$ cat config.mk
export PLATFORM = sky130hd
export DESIGN_NAME = health_bar_controller
export DESIGN_NICKNAME = d
export VERILOG_FILES = /design/src/rtl/health_bar_controller.sv
export SDC_FILE = /design/constraint.sdc
export NUM_CORES = 1
export LEC_CHECK = 0
export BUFFER_PORTS_ARGS = -buffer_cell sky130_fd_sc_hd__clkbuf_2
export CAP_MARGIN = 5
export CORE_MARGIN = 10
export CORE_UTILIZATION = 50
export DETAILED_ROUTE_END_ITERATION = 7
export GPL_TIMING_DRIVEN = 0
export PLACE_DENSITY = 0.77
export SETUP_SLACK_MARGIN = 0.02
export SLEW_MARGIN = 20
export SYNTH_ARGS = -nofsm -noshare
export SYNTH_HDL_FRONTEND = slang
export SYNTH_SLANG_ARGS = --single-unit
$ cat constraint.sdc
create_clock -name clk -period 5.7 [get_ports clk]
set_input_delay 1.425 -clock clk [delete_from_list [all_inputs] [get_ports clk]]
set_output_delay 1.425 -clock clk [all_outputs]
set_load 0.1 [all_outputs]
$ cat src/rtl/health_bar_controller.sv
// Health-bar controller: owns hit points, animates the displayed level and drives the bar sprite ROM.
// Optional hit-blink masking of bar_pixel is enabled by defining HEALTH_FLASH_EN.
module health_bar_controller #(
    parameter int unsigned MAX_HP       = 16,
    parameter int unsigned BAR_X        = 16,
    parameter int unsigned BAR_Y        = 8,
    parameter int unsigned BAR_W        = 16,
    parameter int unsigned BAR_H        = 8,
    parameter int unsigned DRAIN_FRAMES = 4,
    parameter int unsigned FLASH_FRAMES = 32
) (
    input  logic       clk,
    input  logic       rst_n,
    input  logic       frame_start,
    input  logic       game_reset,
    input  logic       dmg_valid,
    input  logic [3:0] dmg_amt,
    input  logic       heal_valid,
    input  logic [3:0] heal_amt,
    input  logic [9:0] pixel_x,
    input  logic [9:0] pixel_y,
    output logic [3:0] mem_health,
    output logic [7:0] mem_address,
    input  logic       mem_pixel,
    output logic       bar_pixel,
    output logic       bar_active,
    output logic [4:0] hp_level,
    output logic [4:0] hp_shown,
    output logic       dead,
    output logic       dead_pulse
);

    localparam int unsigned HP_W   = 5;
    localparam int unsigned FCNT_W = (DRAIN_FRAMES > 1) ? $clog2(DRAIN_FRAMES) : 1;

    localparam logic [1:0] ST_IDLE  = 2'd0;
    localparam logic [1:0] ST_DRAIN = 2'd1;
    localparam logic [1:0] ST_FILL  = 2'd2;

    logic [1:0]        state, state_next;
    logic [FCNT_W-1:0] frame_cnt, frame_cnt_next;
    logic [HP_W-1:0]   level_next, shown_next;
    logic [3:0]        mem_health_next;
    logic              dead_next, dead_pulse_next;
    logic signed [6:0] dmg_term, heal_term, hp_sum;
    logic              in_win;
    logic [9:0]        dx, dy;
    logic              flash_mask;

    // Health arithmetic, display animation and derived status, all evaluated every cycle.
    always_comb begin
        dmg_term        = dmg_valid  ? $signed({3'b000, dmg_amt})  : 7'sd0;
        heal_term       = heal_valid ? $signed({3'b000, heal_amt}) : 7'sd0;
        hp_sum          = $signed({2'b00, hp_level}) - dmg_term + heal_term;
        level_next      = hp_level;
        shown_next      = hp_shown;
        frame_cnt_next  = frame_cnt;
        state_next      = ST_IDLE;
        mem_health_next = '0;
        dead_next       = 1'b0;
        dead_pulse_next = 1'b0;

        // A dead player stays at zero regardless of events.
        if (hp_level == '0) begin
            level_next = '0;
        end else if (hp_sum < 7'sd0) begin
            level_next = '0;
        end else if (hp_sum > $signed(7'(MAX_HP))) begin
            level_next = HP_W'(MAX_HP);
        end else begin
            level_next = hp_sum[HP_W-1:0];
        end

        // Animation steps only on frame_start so the sprite never changes mid-frame.
        if (state == ST_IDLE) begin
            frame_cnt_next = '0;
        end else if (frame_start) begin
            if (frame_cnt == FCNT_W'(DRAIN_FRAMES - 1)) begin
                frame_cnt_next = '0;
                shown_next     = (state == ST_DRAIN) ? hp_shown - 5'd1 : hp_shown + 5'd1;
            end else begin
                frame_cnt_next = frame_cnt + FCNT_W'(1);
            end
        end

        if (game_reset) begin
            level_next     = HP_W'(MAX_HP);
            shown_next     = HP_W'(MAX_HP);
            frame_cnt_next = '0;
        end

        if (shown_next > level_next) begin
            state_next = ST_DRAIN;
        end else if (shown_next < level_next) begin
            state_next = ST_FILL;
        end

        mem_health_next = (shown_next == '0) ? 4'd0 : 4'(shown_next - 5'd1);
        dead_next       = (level_next == '0);
        dead_pulse_next = (hp_level != '0) && (level_next == '0);
    end

    always_ff @(posedge clk or negedge rst_n) begin
        if (!rst_n) begin
            state      <= ST_IDLE;
            frame_cnt  <= '0;
            hp_level   <= HP_W'(MAX_HP);
            hp_shown   <= HP_W'(MAX_HP);
            mem_health <= 4'(MAX_HP - 1);
            dead       <= 1'b0;
            dead_pulse <= 1'b0;
        end else begin
            state      <= state_next;
            frame_cnt  <= frame_cnt_next;
            hp_level   <= level_next;
            hp_shown   <= shown_next;
            mem_health <= mem_health_next;
            dead       <= dead_next;
            dead_pulse <= dead_pulse_next;
        end
    end

    // Stage 1: window test and linear ROM address.
    always_comb begin
        dx     = pixel_x - 10'(BAR_X);
        dy     = pixel_y - 10'(BAR_Y);
        in_win = (pixel_x >= 10'(BAR_X)) && (pixel_x < 10'(BAR_X + BAR_W)) &&
                 (pixel_y >= 10'(BAR_Y)) && (pixel_y < 10'(BAR_Y + BAR_H));
    end

    logic in_win_q;

    always_ff @(posedge clk or negedge rst_n) begin
        if (!rst_n) begin
            in_win_q    <= 1'b0;
            mem_address <= '0;
            bar_active  <= 1'b0;
        end else if (game_reset) begin
            in_win_q    <= 1'b0;
            mem_address <= '0;
            bar_active  <= 1'b0;
        end else begin
            in_win_q    <= in_win;
            mem_address <= in_win ? 8'(dy * 10'(BAR_W) + dx) : 8'd0;
            bar_active  <= in_win_q;
        end
    end

`ifdef HEALTH_FLASH_EN
    localparam int unsigned FL_W = ($clog2(FLASH_FRAMES + 1) > 3) ? $clog2(FLASH_FRAMES + 1) : 3;

    logic [FL_W-1:0] flash_cnt;

    // Hit blink: reload on a real hit while alive, count down once per frame.
    always_ff @(posedge clk or negedge rst_n) begin
        if (!rst_n) begin
            flash_cnt <= '0;
        end else if (game_reset) begin
            flash_cnt <= '0;
        end else if (dmg_valid && (dmg_amt != 4'd0) && (hp_level != '0)) begin
            flash_cnt <= FL_W'(FLASH_FRAMES);
        end else if (frame_start && (flash_cnt != '0)) begin
            flash_cnt <= flash_cnt - FL_W'(1);
        end
    end

    assign flash_mask = (flash_cnt != '0) && flash_cnt[2];
`else
    assign flash_mask = 1'b0;
`endif

    // Stage 2: ROM data arrives aligned with bar_active.
    assign bar_pixel = bar_active & mem_pixel & (hp_shown != '0) & ~flash_mask;

endmodule

After elaboration in Yosys (flattened, before gate mapping)
Index checks and enable logic that the tools add are counted.

Input port bits: 35. Output and inout bits: 26. Register bits: 30.

Reduce and logical (&&, ||, !) cells: 11. Add/subtract/negate cells: 9. Bitwise gates (word level): 2. Magnitude comparators: 8. Eq/ne operators: 2. Multiplexer cells: 22.

Operators by type and width (count): $mux W5 (9); $mux W8 (2); $logic_not A5 Y1 (3); $mux W2 (6); $mux W4 (3); $ge A10 B4 Y1 const B (1); $ge A10 B5 Y1 const B (1); $lt A10 B5 Y1 const B (1); $lt A10 B6 Y1 const B (1); $reduce_bool A5 Y1 (2); $add A8 B8 Y8 (1); $sub A8 B5 Y8 const B (1); $add A6 B5 Y7 (1); $gt A7 B6 Y1 const B (1); $lt A7 B1 Y1 const B (1); $sub A5 B4 Y6 (1); $add A5 B1 Y5 const B (1); $gt A5 B5 Y1 (1); $lt A5 B5 Y1 (1); $sub A5 B1 Y5 const B (1); $logic_and A1 B1 Y1 (4); $sub A4 B1 Y4 const B (1); $sub A4 B4 Y4 const B (1); $reduce_bool A3 Y1 (1); other kinds (6) (8).

Logic depth before layout (Yosys ltp)
Gate-level depths: netlist of run 1.

Depth in word-level cells: 11. Mapped depth: 19. Mapped depth without buffers: 19.

Worst setup path before layout of run 1
OpenSTA, ideal clock, no wires.

Kind: input to register. Start point: in dmg_amt[0]. End point: reg state[0]. Setup slack: 0.592 ns. Stages: 18. Library setup time: 0.126 ns. Data arrival time: 4.982 ns. Path buffers: 0. Cells stage by stage: and2_1 > ha_1 > fa_1 > inv_1 > ha_1 > a211oi_4 > nor2_2 > or2_4 > a311oi_4 > o211ai_4 > or2_2 > ha_1 > nor2b_1 > o21a_1 > o21ai_0 > nand2b_1 > a21oi_1 > a31oi_1.

Cells in the longest elaborated chain, start to end: 10. Elaborated cells between the ends (all ways): 11.

Ends and longest elaborated chain: from (decl) (line 17) `input logic [3:0] dmg_amt,`; $mux W4 * (line 52) `dmg_term = dmg_valid ? $signed({3'b000, dmg_amt}) : 7'sd0;`; $sub A5 B4 Y6 * (line 54) `hp_sum = $signed({2'b00, hp_level}) - dmg_term + heal_term;`; $add A6 B5 Y7 * (line 54); $gt A7 B6 Y1 (line 68) `end else if (hp_sum > $signed(7'(MAX_HP))) begin`; $mux W5 (line 68); $mux W5 * (line 66) `end else if (hp_sum < 7'sd0) begin`; $mux W5 * (line 64) `if (hp_level == '0) begin`; $mux W5 * (line 86) `if (game_reset) begin`; $gt A5 B5 Y1 * (line 92) `if (shown_next > level_next) begin`; $mux W2 * (line 92); named net state_next[0] (line 40) `logic [1:0] state, state_next;`; to (signal assigned) (line 113) `state <= state_next;`; to (decl) (line 40).

Mark *: on every way through the listed nets, which the timed path passes. The rest lies on a longest branch. A chain may end at the register's enable or synchronous reset.

Worst setup path after layout of run 1
Start point: in dmg_valid. End point: reg state[0].

Cells in the longest elaborated chain, start to end: 10. Elaborated cells between the ends (all ways): 11.

Ends and longest elaborated chain: from (decl) (line 16) `input logic dmg_valid,`; $mux W4 * (line 52); $sub A5 B4 Y6 * (line 54); $add A6 B5 Y7 * (line 54); $gt A7 B6 Y1 (line 68); $mux W5 (line 68); $mux W5 * (line 66); $mux W5 * (line 64); $mux W5 * (line 86); $gt A5 B5 Y1 * (line 92); $mux W2 * (line 92); named net state_next[0] (line 40).

Marks and branches as above.

==> metrics.md, run 1 <==
| Metric | Value |
|---|---|
| R2R Path Start | `hp_level[0]` |
| Final hold viol count | `0` |
| Cells after synthesis | `210` |
| Clock Sinks | `30` |
| Die H | `85.15 um` |
| Crit path max fanout | `7` |
| Setup Skew | `0.003869 ns` |
| Routability-driven placement congestion ratio | `0.8111` |
| Crit path capture type | `register` |
| Initial core utilization | `52.30%` |
| Hold buffers post-CTS | `0` |
| Max Clk Rate | `0.1923 GHz` |
| Drc violations | `0` |
| Unrepaired setup endpoints after global routing | `no` |
| CTS tree | `done` |
| Setup Fix Bufs, Post-CTS | `0` |
| Site Rows | `23` |
| Max-slew violations | `0` |
| WL/cell | `13.97 um` |
| First-pass GRT wire length | `7983 um` |
| DR iter-0 viols | `46` |
| Ant diodes | `0` |
| Top cells by count, synth | `ha_1, dfrtp_1, inv_1` |
| Crit path arrival time | `5.36 ns` |
| Share of cells above drive strength 1 | `30.94%` |
| R2R Setup Slk | `1.42 ns` |
| Worst-path cell chain | `clkbuf_2 > and2_1 > ha_1 > fa_1 > inv_1 > ha_1 > a211oi_4 > nor2_2 > or2_4 > a311oi_4 > o211ai_4 > or2_2 > ha_1 > nor2b_1 > o21a_1 > o21ai_0 > nand2b_1 > a21oi_1 > a31oi_1` |
| Multi-input logic area | `1270 um^2` |
| Worst Hold Class | `register to register` |
| Nets | `341` |
| Data required time of the critical path | `5.87 ns` |
| Synthesized Nets | `274` |
| Cell area after synthesis | `2122 um^2` |
| Final setup violation count | `0` |
| Vias | `1688` |
| Antenna violations before repair | `0` |
| Crit start category | `primary input` |
| Die area | `7250 um^2` |
| VDD IR max | `0.2401 mV` |
| Syn avg cell area | `10.10 um^2` |
| Hold WS | `0.4859 ns` |
| Setup tns final | `0 ns` |
| Overall global routing resource usage | `13.27%` |
| Chip Width | `85.15 um` |
| Hold path endpoint | `bar_active` |
| H-tree depth | `2` |
| Power Dens Cells | `471.3 nW/um^2` |
| Pin count of the biggest net entering global routing | `31` |
| CTS clock-pin slew for the worst setup and hold paths | `0.06 ns` |
| Pre-antenna DRT Iters | `3` |
| Yosys warnings | `0` |
| Post-DP HPWL | `3897 um` |
| Share of Yosys cell area claimed by the top area cell type | `28.30%` |
| Pleak | `1.344 nW` |
| Min cycle time layout | `5.199 ns` |
| Slowest Stage Delay on Critical Path | `0.55 ns` |
| CTS root buf | `clkbuf_8` |
| Final Routed Wirelength | `4583 um` |
| Min-delay src | `in_win_q` |
| Fillers | `335` |
| Max Root-Sink Buffers | `2` |
| Count of different cell masters after synthesis | `50` |
| Core area | `4058 um^2` |
| EDFF count, synth | `0` |
| Number of global-route vias before repair | `1776` |
| Worst r2r dst | `state[0]` |
| Async SR Flop Fraction | `100.0%` |
| Reg2Reg Depth | `18` |
| Outcome | `finished, final reports clean` |
| Worst-Margin Slew | `0.7349 ns` |
| Post-cts sizing count | `0` |
| Post-synthesis sequential area ratio | `35.73%` |
| Clock latency on the worst-skew pair | `0.28 ns` |
| Tcrit/Tclk final | `91.21%` |
| #FFs+latches synth | `30` |
| Via-per-instance ratio | `5.146` |
| Count leader, synth | `ha_1` |
| Max_cap viols | `0` |
| Top FF cell, synth | `dfrtp_1` |
| Cell depth of the worst min-delay path | `1` |
| Crit path kind | `primary input to register` |
| Relative slew slack | `51.00%` |
| Synth area leaders | `dfrtp_1, ha_1, dfstp_2, inv_1, and2_1` |
| Storage cell area | `758.2 um^2` |
| Grt total ovfl | `0` |
| Io pins | `61` |
| CP dominant cell by count | `ha_1` |
| Yosys top cell by area | `dfrtp_1` |
| Slowest CP cell | `fa_1` |
| Layout area overhead | `21.40%` |
| IO Port Bufs | `60` |
| Antenna Nets Post-Route | `0` |
| Inserted Clock Buffers | `5` |
-- power by group --
| part | internal (W) | total (W) | switching (W) |
|---|---|---|---|
| Clock | 0.0000971 | 0.000172 | 0.0000750 |
| Combinational | 0.000282 | 0.000765 | 0.000483 |
| Sequential | 0.000250 | 0.000277 | 0.0000274 |
-- critical path: cells and delay by family --
kind                     cells  cell delay [ns]
AND/OR/NAND/NOR              6             0.99
AO/OA/AOI/OAI                7             1.37
buffers and inverters        2             0.17
adder cells (fa/ha/maj)      4             1.38
-- flip-flops by register name (all words and copies together), names as in the netlist --
name / count
state: 2
bar_active: 1
dead: 1
in_win_q: 1
dead_pulse: 1
hp_level: 5
frame_cnt: 2
mem_address: 8
mem_health: 4
hp_shown: 5
-- cell families (layout without fill, tap and decap cells) --
logic type / count (synthesis) / after routing / share of synthesized area, %
xor+xnor: 13 / 13 / 5.720
buf+inv: 25 / 93 / 4.422
mux: 4 / 4 / 2.005
compound gates: 36 / 36 / 13.62
flops: 30 / 30 / 35.73
simple gates: 73 / 73 / 19.99
fa+ha+maj: 29 / 29 / 18.51
-- metal layers --
layer / GRT usage [%] / wire length [um] / part of all wire [%] / vias up
met5: 0 / 0 / 0 / -
met4: 4.042 / 54 / 1.2 / 0
met3: 4.971 / 288 / 6.3 / 7
met2: 22.48 / 2296 / 50 / 33
met1: 15.08 / 1944 / 42 / 792
li1: - / - / - / 856
-- cells in the final DEF (no fill, tap or decap), types with 5 or more instances in the layout --
master / synthesis / final
dfstp_2: 6 / 6
ha_1: 25 / 25
nor2_1: 10 / 10
clkbuf_2: 0 / 60
xor2_1: 7 / 7
nand2_1: 12 / 12
nor2b_1: 8 / 8
and2_1: 13 / 13
nor3_1: 5 / 5
dfrtp_1: 24 / 24
inv_1: 24 / 24
clkbuf_8: 0 / 6
a21oi_1: 10 / 10
xnor2_1: 5 / 5
-- worst max-delay path by stage --
stage	startpoint	end	slack [ns]	cells past startpoint
after floorplan	dmg_amt[0]	state[0]	0.59	18
after global placement	dmg_valid	state[0]	0.28	19
after CTS	dmg_valid	state[0]	0.48	19
final	dmg_valid	state[0]	0.50	19
after detailed placement	dmg_valid	state[0]	0.18	19
after global routing	dmg_valid	state[0]	0.25	19
-- stage by stage --
stage	instance area (um^2)	std cells	setup slack (ns)	utilization [%]	power (W)
after floorplan	2122	210	0.5915	-	0.0009167
after global placement	2485	320	0.2789	61.24	0.001031
after detailed placement	2485	320	0.1829	61.24	0.001051
after CTS	2576	328	0.4762	63.49	0.001228
after global routing	2576	328	0.2451	63.49	0.001318
final	2576	328	0.5009	63.49	0.001214
-- cell type report --
| cell class | count | share of cell area, % |
|---|---|---|
| flip-flops and latches | 30 | 29.43 |
| clock buffers | 7 | 3.351 |
| plain buffers | 1 | 0.1457 |
| repair buffers | 60 | 11.66 |
| inverters | 24 | 3.497 |
| well taps | 50 | 2.428 |
| clock inverters | 1 | 0.1943 |
| multi-input cells | 155 | 49.30 |
Power figures use the tool's default switching activity.
==> inputs of run 2 (changes only) <==
- CORE_UTILIZATION: 50 -> 49
- CTS_BUF_LIST: default -> sky130_fd_sc_hd__clkbuf_4 sky130_fd_sc_hd__clkbuf_8
- PLACE_DENSITY: 0.77 -> 0.79
- clock period: 5.7 -> 4.4 ns (I/O delays scaled with it)
==> run 2 against run 1 <==
Effect of this change:
- critical path depth grew 1
- core utilization rose by 3.4 points
- sequential cell count unchanged
- cell area is 6.1% higher
- sequential power grew 30%
- total power up 43%
- clock skew rose by 0.00079 ns
- combinational power is 50% higher
- worst hold slack worse by 0.012 ns
- global-route usage shrank 0.32 points
- count of clock-buffer cells in the layout is the same
- via count rose by 2.3%
- critical path type unchanged
- largest power group unchanged
==> metrics.md, run 2 (synthesis results as in run 1) <==
| Metric | Value |
|---|---|
| IO Port Bufs | `60` |
| Vias | `1726` |
| Relative slew slack | `52.08%` |
| Initial core utilization | `51.93%` |
| Via-per-instance ratio | `5.137` |
| Final core occ | `66.87%` |
| CP dominant cell by count | `ha_4` |
| Worst-Margin Slew | `0.7188 ns` |
| Chip Width | `85.81 um` |
| Max_cap viols | `0` |
| Slowest CP cell | `fa_2` |
| Tcrit/Tclk final | `98.32%` |
| Final Routed Wirelength | `4760 um` |
| CTS clock-pin slew for the worst setup and hold paths | `0.06 ns` |
| VDD IR max | `0.3715 mV` |
| Setup Skew | `0.004661 ns` |
| Core area | `4086 um^2` |
| Max Root-Sink Buffers | `2` |
| Buf+Inv Stages, Crit Path | `3` |
| H-tree depth | `2` |
| Post-DP HPWL | `3818 um` |
| Crit start category | `primary input` |
| Crit path kind | `primary input to register` |
| Most frequent cells in the layout | `clkbuf_2, dfrtp_1, inv_1, ha_1` |
| Io pins | `61` |
| Unrepaired setup endpoints after global routing | `yes` |
| Top Registers | `mem_address x8, hp_level x5, hp_shown x5` |
| Data required time of the critical path | `4.55 ns` |
| Layout area overhead | `28.77%` |
| Nets | `349` |
| Max Clk Rate | `0.2312 GHz` |
| CTS root buf | `clkbuf_8` |
| CTS tree | `done` |
| Routability-driven placement congestion ratio | `0.8141` |
| Crit path arrival time | `4.48 ns` |
| Setup tns final | `0 ns` |
| Storage cell area | `758.2 um^2` |
| Pin count of the biggest net entering global routing | `31` |
| Final setup violation count | `0` |
| Site Rows | `23` |
| Pleak | `1.398 nW` |
| Grt total ovfl | `0` |
| Final hold viol count | `0` |
| Slowest Stage Delay on Critical Path | `0.54 ns` |
| Most common cell after layout, fill and taps aside | `clkbuf_2` |
| Clock latency on the worst-skew pair | `0.28 ns` |
| CP delay by family, top | `adder cells` |
| Largest Register | `mem_address` |
| Max reg flops | `8` |
| Crit path capture type | `register` |
| Min cycle time layout | `4.326 ns` |
| Power Dens Cells | `634.8 nW/um^2` |
| Hold buffers post-CTS | `0` |
| Ant diodes | `0` |
| DR iter-0 viols | `67` |
| Outcome | `finished, final reports clean` |
| Overall global routing resource usage | `12.95%` |
| Number of global-route vias before repair | `1744` |
| Pre-antenna DRT Iters | `4` |
| Worst Hold Class | `register to register` |
| Final Power | `0.001735 W` |
| Share of cells above drive strength 1 | `37.76%` |
| Antenna violations before repair | `0` |
| Clock Sinks | `30` |
| Max-slew violations | `0` |
| WL/cell | `14.17 um` |
| Multi-input logic area | `1354 um^2` |
| Crit path max fanout | `4` |
| First-pass GRT wire length | `7866 um` |
| Drc violations | `0` |
| Inserted Clock Buffers | `5` |
| Antenna Nets Post-Route | `0` |
| Die H | `85.81 um` |
| Die area | `7363 um^2` |
| Worst-path cell chain | `clkbuf_8 > and2_4 > ha_4 > fa_2 > inv_2 > ha_4 > a211oi_4 > buf_4 > xor2_1 > a22o_1 > and3_4 > o211ai_4 > or2_4 > ha_4 > nor2b_1 > o21a_1 > o21ai_1 > nand2b_1 > a21oi_2 > a31oi_1` |
| Fillers | `327` |
-- run 2: metrics by stage --
stage	cells	area, um^2	hold WS, ns	setup slack [ns]
final	336	2733	0.4734	0.07406
after global routing	336	2733	0.5090	-0.1082
after CTS	334	2696	0.4785	-0.03226
after detailed placement	320	2519	0.4671	-0.4328
after global placement	320	2519	0.4578	-0.3867
after floorplan	210	2156	0.4385	-0.03587
-- run 2: path summary, 6_finish.rpt --
| kind | cells after the start | to | slack (ns) | from |
|---|---|---|---|---|
| max | 20 | state[0] | 0.07 | dmg_valid |
| min | 1 | bar_active | 0.47 | in_win_q |
| max reg2reg | 19 | state[0] | 0.65 | hp_level[0] |
| min reg2reg | 1 | bar_active | 0.47 | in_win_q |
| max in group asynchronous | 1 | mem_address[3] | 3.07 | rst_n |
| min in group asynchronous | 1 | hp_level[3] | 0.87 | rst_n |
-- run 2: where the power goes --
part | switching (W) | leakage (nW) | internal, W
sequential | 0.0000361 | 0.391 | 0.000324
clock | 0.0000967 | 0.0517 | 0.000132
combinational | 0.000690 | 0.955 | 0.000457
-- run 2: area by class of cell --
type,instances,share of cell area [%]
Multi-Input combinational cell,155,49.54
Clock inverter,1,0.1832
Clock buffer,7,3.297
Timing Repair Buffer,68,13.51
Buffer,1,0.1374
Sequential cell,30,27.75
Inverter,24,3.297
Tap cell,50,2.289
-- run 2: metal layers --
metal  vias to the layer above  part of all wire, %  GRT usage, %
met3                         5                  5.8         4.068
li1                        876                    -             -
met2                        39                   52         22.55
met5                         -                    0             0
met1                       806                   41         13.89
met4                         0                  1.1         6.138
-- run 2: repair_timing --
action | CTS | global route
pin swaps | 9 | 5
resized for setup | 9 | 5
setup endpoints to repair | 2 | 2
setup buffers | 6 | 2
